$ cat src/rtl/hazard_unit.sv
// rtl/hazard_unit.sv - ID-stage forwarding select and load-use stall generation
module hazard_unit (
  input  logic        clk,
  input  logic        rst,
  input  logic        id_valid,
  input  logic [4:0]  id_rs,
  input  logic [4:0]  id_rt,
  input  logic        id_uses_rs,
  input  logic        id_uses_rt,
  input  logic [4:0]  id_dest,
  input  logic        id_writes_reg,
  input  logic        id_is_load,
  output logic [1:0]  fwd_a,
  output logic [1:0]  fwd_b,
  output logic        stall,
  output logic [31:0] stall_count
);

  localparam logic [1:0] SEL_RF  = 2'b00;
  localparam logic [1:0] SEL_EX  = 2'b01;
  localparam logic [1:0] SEL_MEM = 2'b10;
  localparam logic [1:0] SEL_WB  = 2'b11;

  // Scoreboard slots describing the writers currently in EX, MEM and WB.
  logic       ex_valid,  mem_valid,  wb_valid;
  logic [4:0] ex_dest,   mem_dest,   wb_dest;
  logic       ex_load,   mem_load,   wb_load;

  logic ex_hit_rs, ex_hit_rt;

  // Register $0 is hardwired, so a writer of $0 never supplies a value.
  function automatic logic slot_match(input logic valid, input logic [4:0] dest,
                                      input logic [4:0] src);
    return valid && (dest == src) && (src != 5'd0);
  endfunction

  // Youngest matching slot wins; an unused operand always reads the register file.
  function automatic logic [1:0] pick_sel(input logic used, input logic [4:0] src,
                                          input logic exv, input logic [4:0] exd,
                                          input logic mev, input logic [4:0] med,
                                          input logic wbv, input logic [4:0] wbd,
                                          input logic idv);
    if (!used || !idv)                 return SEL_RF;
    else if (slot_match(exv, exd, src)) return SEL_EX;
    else if (slot_match(mev, med, src)) return SEL_MEM;
    else if (slot_match(wbv, wbd, src)) return SEL_WB;
    else                                return SEL_RF;
  endfunction

  // Operand selects for both ID source ports, each from its own source register.
  always_comb begin
    fwd_a = pick_sel(id_uses_rs, id_rs, ex_valid, ex_dest, mem_valid, mem_dest,
                     wb_valid, wb_dest, id_valid);
    fwd_b = pick_sel(id_uses_rt, id_rt, ex_valid, ex_dest, mem_valid, mem_dest,
                     wb_valid, wb_dest, id_valid);
  end

  // A load in EX cannot forward yet, so a dependent ID instruction waits one cycle.
  always_comb begin
    ex_hit_rs = id_uses_rs && slot_match(ex_valid, ex_dest, id_rs);
    ex_hit_rt = id_uses_rt && slot_match(ex_valid, ex_dest, id_rt);
    stall     = id_valid && ex_load && (ex_hit_rs || ex_hit_rt);
  end

  // Advance the scoreboard; a stall turns the EX entry into a bubble.
  always_ff @(posedge clk) begin
    if (rst) begin
      ex_valid  <= 1'b0;
      mem_valid <= 1'b0;
      wb_valid  <= 1'b0;
    end else begin
      if (stall) begin
        ex_valid <= 1'b0;
      end else begin
        ex_valid <= id_valid & id_writes_reg;
        ex_dest  <= id_dest;
        ex_load  <= id_is_load;
      end
      mem_valid <= ex_valid;
      mem_dest  <= ex_dest;
      mem_load  <= ex_load;
      wb_valid  <= mem_valid;
      wb_dest   <= mem_dest;
      wb_load   <= mem_load;
    end
  end

  // Free-running count of stalled cycles; wraps naturally at 32 bits.
  always_ff @(posedge clk) begin
    if (rst)        stall_count <= 32'd0;
    else if (stall) stall_count <= stall_count + 32'd1;
  end

  // WB load flag is tracked for completeness of the slot record but not consumed.
  logic unused_wb_load;
  assign unused_wb_load = wb_load;

endmodule

$ cat config.mk
export PLATFORM = sky130hd
export DESIGN_NAME = hazard_unit
export DESIGN_NICKNAME = d
export VERILOG_FILES = /design/src/rtl/hazard_unit.sv
export SDC_FILE = /design/constraint.sdc
export NUM_CORES = 1
export LEC_CHECK = 0
export CAP_MARGIN = 40
export CELL_PAD_IN_SITES_DETAIL_PLACEMENT = 1
export CELL_PAD_IN_SITES_GLOBAL_PLACEMENT = 2
export CORE_MARGIN = 2
export CORE_UTILIZATION = 29
export DETAILED_ROUTE_END_ITERATION = 8
export GPL_TIMING_DRIVEN = 0
export HOLD_SLACK_MARGIN = 0.06
export MAX_ROUTING_LAYER = met4
export PLACE_DENSITY = 0.85
export SLEW_MARGIN = 15
export SYNTH_ARGS = -nofsm -noshare
export SYNTH_HDL_FRONTEND = slang
export SYNTH_SLANG_ARGS = --single-unit
export TNS_END_PERCENT = 5
$ cat constraint.sdc
create_clock -name clk -period 2.1 [get_ports clk]
set_clock_uncertainty 0.2 [all_clocks]
set_input_delay 0.315 -clock clk [delete_from_list [all_inputs] [get_ports clk]]
set_output_delay 0.315 -clock clk [all_outputs]
set_load 0.05 [all_outputs]
==> results.md, run 1 <==
- Sw Pwr: 0.4480 mW
- CTS max path bufs: 2
- Top achievable clock speed: 0.3766 GHz
- Total wire length: 8.817 mm
- Buffers and inverters on the worst path: 2
- Sequential area share after synthesis: 39.15%
- Port Buffers: 56
- # setup viols final: 44
- Area occupied by multi-input gates: 1889 um^2
- Comb power frac: 10.8%
- Violated checks: negative setup slack
- Die Footprint: 11230 um^2
- WL/cell: 16.54 um
- Via Count: 2651
- Max-cap viol count: 0
- Reg area: 1191 um^2
- Mapped Avg Cell Area: 9.311 um^2
- Worst-margin pin slew: 0.5773 ns
- Commonest non-fill, non-tap cells in the layout: nor2_1, nor2b_1, dfxtp_1
- Clock Power Share: 30.6%
- CP peak stage delay: 0.56 ns
- Tcrit/Tclk final: 126.4%
- Post-Syn Area: 3017 um^2
- Pwr Total: 1.797 mW
- Min Clock Period, post-route: 2.655 ns
- Synth Instances: 324
- Worst VDD drop: 0.0002019 V
- Slew headroom: 61.51%
- Rows: 37
- Commonest non-fill, non-tap cell in the layout: nor2_1
- Critical path data required time: 1.58 ns
- Htree depth: 2
- Number of vias per cell: 4.974
- Int Pwr: 1.349 mW
- DRC viols: 0
- Starting density of the core: 29.49%
- Final Hold Viols: 0
- First-pass GRT wire length: 14.33 mm
- Pwr per Cell Area: 440.6 nW/um^2
- Die Width: 106.0 um
- All-Layer GR Usage: 16.58%
- Post-route design area: 4079 um^2
- GP Congestion: 0.8212
- Slowest-stage cell, CP: or4b_4
- Vias in the first global route: 2680
- Hold crit path type: input port to flip-flop
- Slew Viols, Final: 0
- 1st-pass router iterations: 4
- Status: finished, violations left
- Layout overhead on the synthesized area: 35.21%
- Dpl hpwl: 6.518 mm
- Core Area: 10230 um^2
- Chip height: 106.0 um
- Switching Share: 24.93%
- CP arrival: 2.14 ns
- Fillers: 1181
- #FFs+latches synth: 51
- Final nets: 420
- Clock buffer count from CTS: 5
- Inserted Diodes: 0
- CTS tree: built
- RSZ-0062 raised after global routing: yes
- CTS clock-pin slew for the worst setup and hold paths: 0.09 ns
- Clock Latency Late Sink: 0.30 ns
- Grt ovf: 0
- Seq pwr share: 58.7%
- Synth cell types: 38
- CP cell instances: xnor2_2 -> nand4_1 -> or4b_4 -> buf_8 -> a21oi_4 -> buf_6
- Largest delay share family, worst path: simple AND/OR/NAND/NOR gates
- Share of cells above drive strength 1: 24.18%
- Final worst slack: -0.5551 ns
- Clock Root Buffer: clkbuf_8
- Synth Warn #: 0
- 1st-iter DRT viols: 54
- Largest net degree at the start of global routing: 15
- Antenna violations before repair: 0
- Pleak: 1.627 nW
- Crit Path Class: flip-flop to output pin
- Crit Path Max Fanout: 2
- Ports: 59
- Clk sinks: 51
- Cell Area, Placed: 3790 um^2
- Kind of end point of the critical path: output pin
- Final Util: 39.87%
- Antenna Nets Post-Route: 0
- Critical Path Source Type: flip-flop
- Syn nets: 347
==> cell usage after synthesis (all sizes together) <==
cell / n / area (um^2)
nor2: 39 / 148.9
dfxtp: 35 / 700.7
nor2b: 33 / 206.5
mux2: 31 / 349.1
a21oi: 29 / 193.9
nand4: 22 / 137.6
nand3: 19 / 95.09
xnor2: 18 / 157.7
edfxtp: 16 / 480.5
nand2: 14 / 52.55
xor2: 12 / 105.1
clkbuf: 11 / 41.29
and3: 7 / 43.79
nor3: 6 / 35.03
nor4: 6 / 37.54
buf: 5 / 41.28
and2: 4 / 25.02
a2111oi: 2 / 30.03
a211oi: 2 / 20.02
and4: 2 / 17.52
nand2b: 2 / 12.51
nor3b: 2 / 20.02
ha: 1 / 12.51
inv: 1 / 3.750
mux2i: 1 / 10.01
o2111a: 1 / 11.26
or3: 1 / 6.260
or4: 1 / 7.510
or4b: 1 / 13.76
==> registers in the layout, indices dropped and copies added, names as in the netlist <==
register     cells
ex_dest          5
ex_load          1
ex_valid         1
mem_dest         5
mem_valid        1
stall_count     32
wb_dest          5
wb_valid         1
==> per-stage QoR <==
step | cells | setup TNS [ns] | setup slack (ns) | hold WS, ns
floorplan | 324 | -7.072 | -0.3132 | 0.2139
global placement | 516 | -35.33 | -1.501 | 0.2778
detailed placement | 516 | -37.28 | -1.549 | 0.2858
CTS | 531 | -16.99 | -0.5876 | 0.2883
global route | 533 | -20.80 | -0.6511 | 0.3159
finish | 533 | -16.33 | -0.5551 | 0.2803
==> area by class of cell <==
cell class | instances | area share (%)
plain buffers | 16 | 2.515
clock buffers | 7 | 1.871
inverters | 1 | 0.09202
multi-input cells | 256 | 46.32
flip-flops and latches | 51 | 29.20
well taps | 136 | 4.172
repair buffers | 66 | 15.83
==> worst min-delay path, delay by kind of cell <==
kind                   cells  cell delay [ns]
buffers and inverters      1             0.23
and+or+nand+nor            2             0.18
==> power by group through the flow <==
stage	Sequential, mW	Combinational (mW)	Clock, mW
after floorplan	1.07	0.0978	0
after global placement	1.08	0.174	0
after detailed placement	1.08	0.181	0
after CTS	1.05	0.190	0.568
after global routing	1.06	0.214	0.608
final	1.05	0.193	0.549
==> metal layers <==
| metal | global-route usage, % | up-vias | routed length (um) |
|---|---|---|---|
| met5 | - | - | 0 |
| met1 | 23.21 | 1300 | 4296 |
| met2 | 26.13 | 38 | 4249 |
| met3 | 2.330 | 4 | 221 |
| met4 | 2.538 | 0 | 50 |
| li1 | - | 1309 | - |
==> worst paths after layout <==
check | startpoint | end | slack, ns | cells after the start
setup reg to reg | ex_dest[4]$_DFFE_PP_ | stall_count[26]$_SDFFE_PP0P_ | -0.49 | 8
hold / removal | id_valid | ex_valid$_SDFF_PP0_ | 0.28 | 3
hold reg to reg | mem_valid$_SDFF_PP0_ | wb_valid$_SDFF_PP0_ | 0.30 | 1
setup / recovery | ex_dest[4]$_DFFE_PP_ | stall | -0.56 | 6
==> kinds of logic after synthesis <==
group	share of synthesized area, %
simple gates	28.49
mux	11.90
fa+ha+maj	0.4147
flops	39.15
xor+xnor	8.710
compound gates	8.461
buf+inv	2.861
==> timing repair <==
item / in CTS / in global routing
hold endpoints to repair: 0 / 0
endpoints found under the setup margin: 48 / 55
hold buffers: 0 / 0
gates resized for setup: 68 / 31
pin swaps: 8 / 6
buffers inserted: 8 / 2
No activity file was read; power rests on OpenSTA's default activity.
==> run 2, diff against run 1 <==
REMOVE_ABC_BUFFERS = 1   (was not set)
SETUP_SLACK_MARGIN = 0.05   (was not set)
clock period = 2.4 ns   (was 2.1 ns; I/O delays follow)
==> run 2 against run 1 <==
The run still ends with negative setup slack left; sequential power fell by 12%; clock power up 14%; non-clock buffer count shrank 12; setup slack better by 0.36 ns; combinational power down 12%; count of clock-buffer cells in the layout decreased by 2; critical path type is now flip-flop to flip-flop; highest routed layer unchanged.
==> results.md, run 2 (synthesis results as in run 1) <==
- Clock Latency Late Sink: 0.31 ns (about the same)
- Most flops, register: stall_count
- Slowest-stage cell, CP: or4b_4
- GP Congestion: 0.7502 (-8.6%)
- Status: finished, violations left
- Buffers and inverters on the worst path: 1 (-1)
- Worst Min Path Start: ex_valid$_SDFF_PP0_
- Pleak: 1.384 nW (-15%)
- 1st-iter DRT viols: 90 (+67%)
- Total wire length: 8.768 mm (-0.56%)
- Ports: 59 (unchanged)
- Tcrit/Tclk final: 108.2%
- Slew headroom: 49.47% (-12 points)
- Antenna Nets Post-Route: 0 (unchanged)
- Critical Path Source Type: flip-flop
- Final worst slack: -0.1965 ns (+0.3586 ns)
- CTS tree: built
- Crit Path Max Fanout: 15 (+13)
- Worst-margin pin slew: 0.7546 ns (+0.1773 ns)
- Chip height: 106.0 um (unchanged)
- Pwr per Cell Area: 426.3 nW/um^2 (-3.2%)
- Layout overhead on the synthesized area: 33.51%
- Starting density of the core: 29.49% (unchanged)
- Max FFs per register: 32 (unchanged)
- # setup viols final: 27 (-39%)
- Crit Path Class: flip-flop to flip-flop
- Grt ovf: 0 (unchanged)
- Hold Path End: mem_valid$_SDFF_PP0_
- Vias in the first global route: 2859 (+6.7%)
- Worst reg2reg path startpoint: ex_dest[3]$_DFFE_PP_
- Max-cap viol count: 0 (unchanged)
- Place WS: -1.461 ns (+0.08802 ns)
- Worst reg2reg setup slack: -0.20 ns (+0.29 ns)
- Core Area: 10230 um^2 (unchanged)
- Clock Root Buffer: clkbuf_8
- Commonest non-fill, non-tap cell in the layout: clkdlybuf4s50_1
- Final Non-Filler Cells: 523 (-1.9%)
- Final Hold Viols: 0 (unchanged)
- Slew Viols, Final: 0 (unchanged)
- Worst VDD drop: 0.0002524 V (+25%)
- Hold crit path type: flip-flop to flip-flop
- Largest delay share family, worst path: simple AND/OR/NAND/NOR gates
- 1st-pass router iterations: 4 (unchanged)
- First-pass GRT wire length: 14.55 mm (+1.5%)
- Port Buffers: 58 (+3.6%)
- Worst reg2reg endpoint: stall_count[8]$_SDFFE_PP0P_
- Die Width: 106.0 um (unchanged)
- Worst hold stages: 1 (-2)
- Clk sinks: 51 (unchanged)
- Critical path data required time: 2.40 ns (+0.82 ns)
- Top achievable clock speed: 0.3851 GHz
- Die Footprint: 11230 um^2 (unchanged)
- CP arrival: 2.60 ns (+0.46 ns)
- Htree depth: 2 (unchanged)
- WL/cell: 16.76 um (+1.3%)
- Final nets: 409 (-2.6%)
- Via Count: 2652 (+0.038%)
- RSZ-0062 raised after global routing: yes
- Commonest non-fill, non-tap cells in the layout: clkdlybuf4s50_1, nor2_1, dfxtp_1
- Kind of end point of the critical path: flip-flop
- FF-to-FF path depth: 6 (-2)
- Hold_ws: 0.3141 ns (+0.03379 ns)
- CTS clock-pin slew for the worst setup and hold paths: 0.10 ns (about the same)
- Rows: 37 (unchanged)
- CP peak stage delay: 0.57 ns (about the same)
- Dpl hpwl: 5.942 mm (-8.8%)
- Antenna violations before repair: 0 (unchanged)
- CTS max path bufs: 2 (unchanged)
- Dpl cells: 505 (-2.1%)
- Inserted Diodes: 0 (unchanged)
- CP cell instances: xnor2_1 -> nand4_1 -> or4b_4 -> buf_6 -> a2111oi_2 -> mux2_1
- All-Layer GR Usage: 16.56% (-0.022 points)
- Clock buffer count from CTS: 5 (unchanged)
- Min Clock Period, post-route: 2.597 ns
- Share of cells above drive strength 1: 20.93% (-3.3 points)
- Violated checks: negative setup slack
- DRC viols: 0 (unchanged)
- Largest net degree at the start of global routing: 35 (+20)
- Number of vias per cell: 5.071 (+2.0%)
-- run 2: changes by cell type in the layout (fill, tap and decap cells not counted), sizes merged, moves of 2 or more --
cell / change
buf: -2
dlymetal6s2s: -11
dlygate4sd2: -3
clkbuf: -14
clkdlybuf4s50: +16
-- run 2: worst max path at each step --
| stage | slack [ns] | depth (start not counted) | to | from |
|---|---|---|---|---|
| 2_1_floorplan | -0.79 | 5 | ex_dest[0]$_DFFE_PP_ | ex_dest[0]$_DFFE_PP_ |
| 3_3_place_gp | -2.47 | 6 | stall | id_rs[0] |
| 3_5_place_dp | -1.46 | 6 | stall | id_rt[2] |
| 4_1_cts | -0.22 | 6 | stall_count[8]$_SDFFE_PP0P_ | ex_dest[4]$_DFFE_PP_ |
| 5_1_grt | -0.31 | 5 | stall_count[29]$_SDFFE_PP0P_ | stall_count[6]$_SDFFE_PP0P_ |
| 6_report | -0.20 | 6 | stall_count[8]$_SDFFE_PP0P_ | ex_dest[3]$_DFFE_PP_ |
-- run 2: final cells by class --
type                    instances  area [um^2]
clock buffers                   5        68.82
clock inverters                 3        42.54
fillers                      1198         6203
inverters                       1        3.754
multi-input cells             257         1873
flip-flops and latches         51         1181
well taps                     136        170.2
repair buffers                 70        688.2
-- run 2: repair_timing --
item / CTS / global route
hold buffers: 0 / 0
pin swaps: 14 / 4
endpoints found under the setup margin: 44 / 42
cloned: 1 / 0
resized for setup: 68 / 8
setup buffers: 9 / 0
-- run 2: power by group --
part | switching (mW) | internal [mW] | total (mW)
registers | 0.0152 | 0.907 | 0.923
clock network | 0.313 | 0.312 | 0.625
logic | 0.0941 | 0.0751 | 0.169
total | 0.423 | 1.29 | 1.72
-- run 2: per-layer routing --
metal / GRT usage (%) / share of wire [%] / up-vias
met4: 5.075 / 1.7 / 0
met3: 2.023 / 2.9 / 13
met1: 20.70 / 45 / 1298
met5: - / 0 / -
met2: 28.06 / 50 / 59
li1: - / - / 1282
-- run 2: stage by stage --
step           utilization [%]  area [um^2]  power, mW  TNS [ns]
6_report                 39.37         4028      1.717    -2.178
3_5_place_dp             36.49         3734      1.100    -32.27
3_3_place_gp             36.02         3685      1.092    -84.30
2_1_floorplan                -         2934      1.008    -18.77
4_1_cts                  39.01         3991      1.743    -2.559
5_1_grt                  39.37         4028      1.790    -7.476
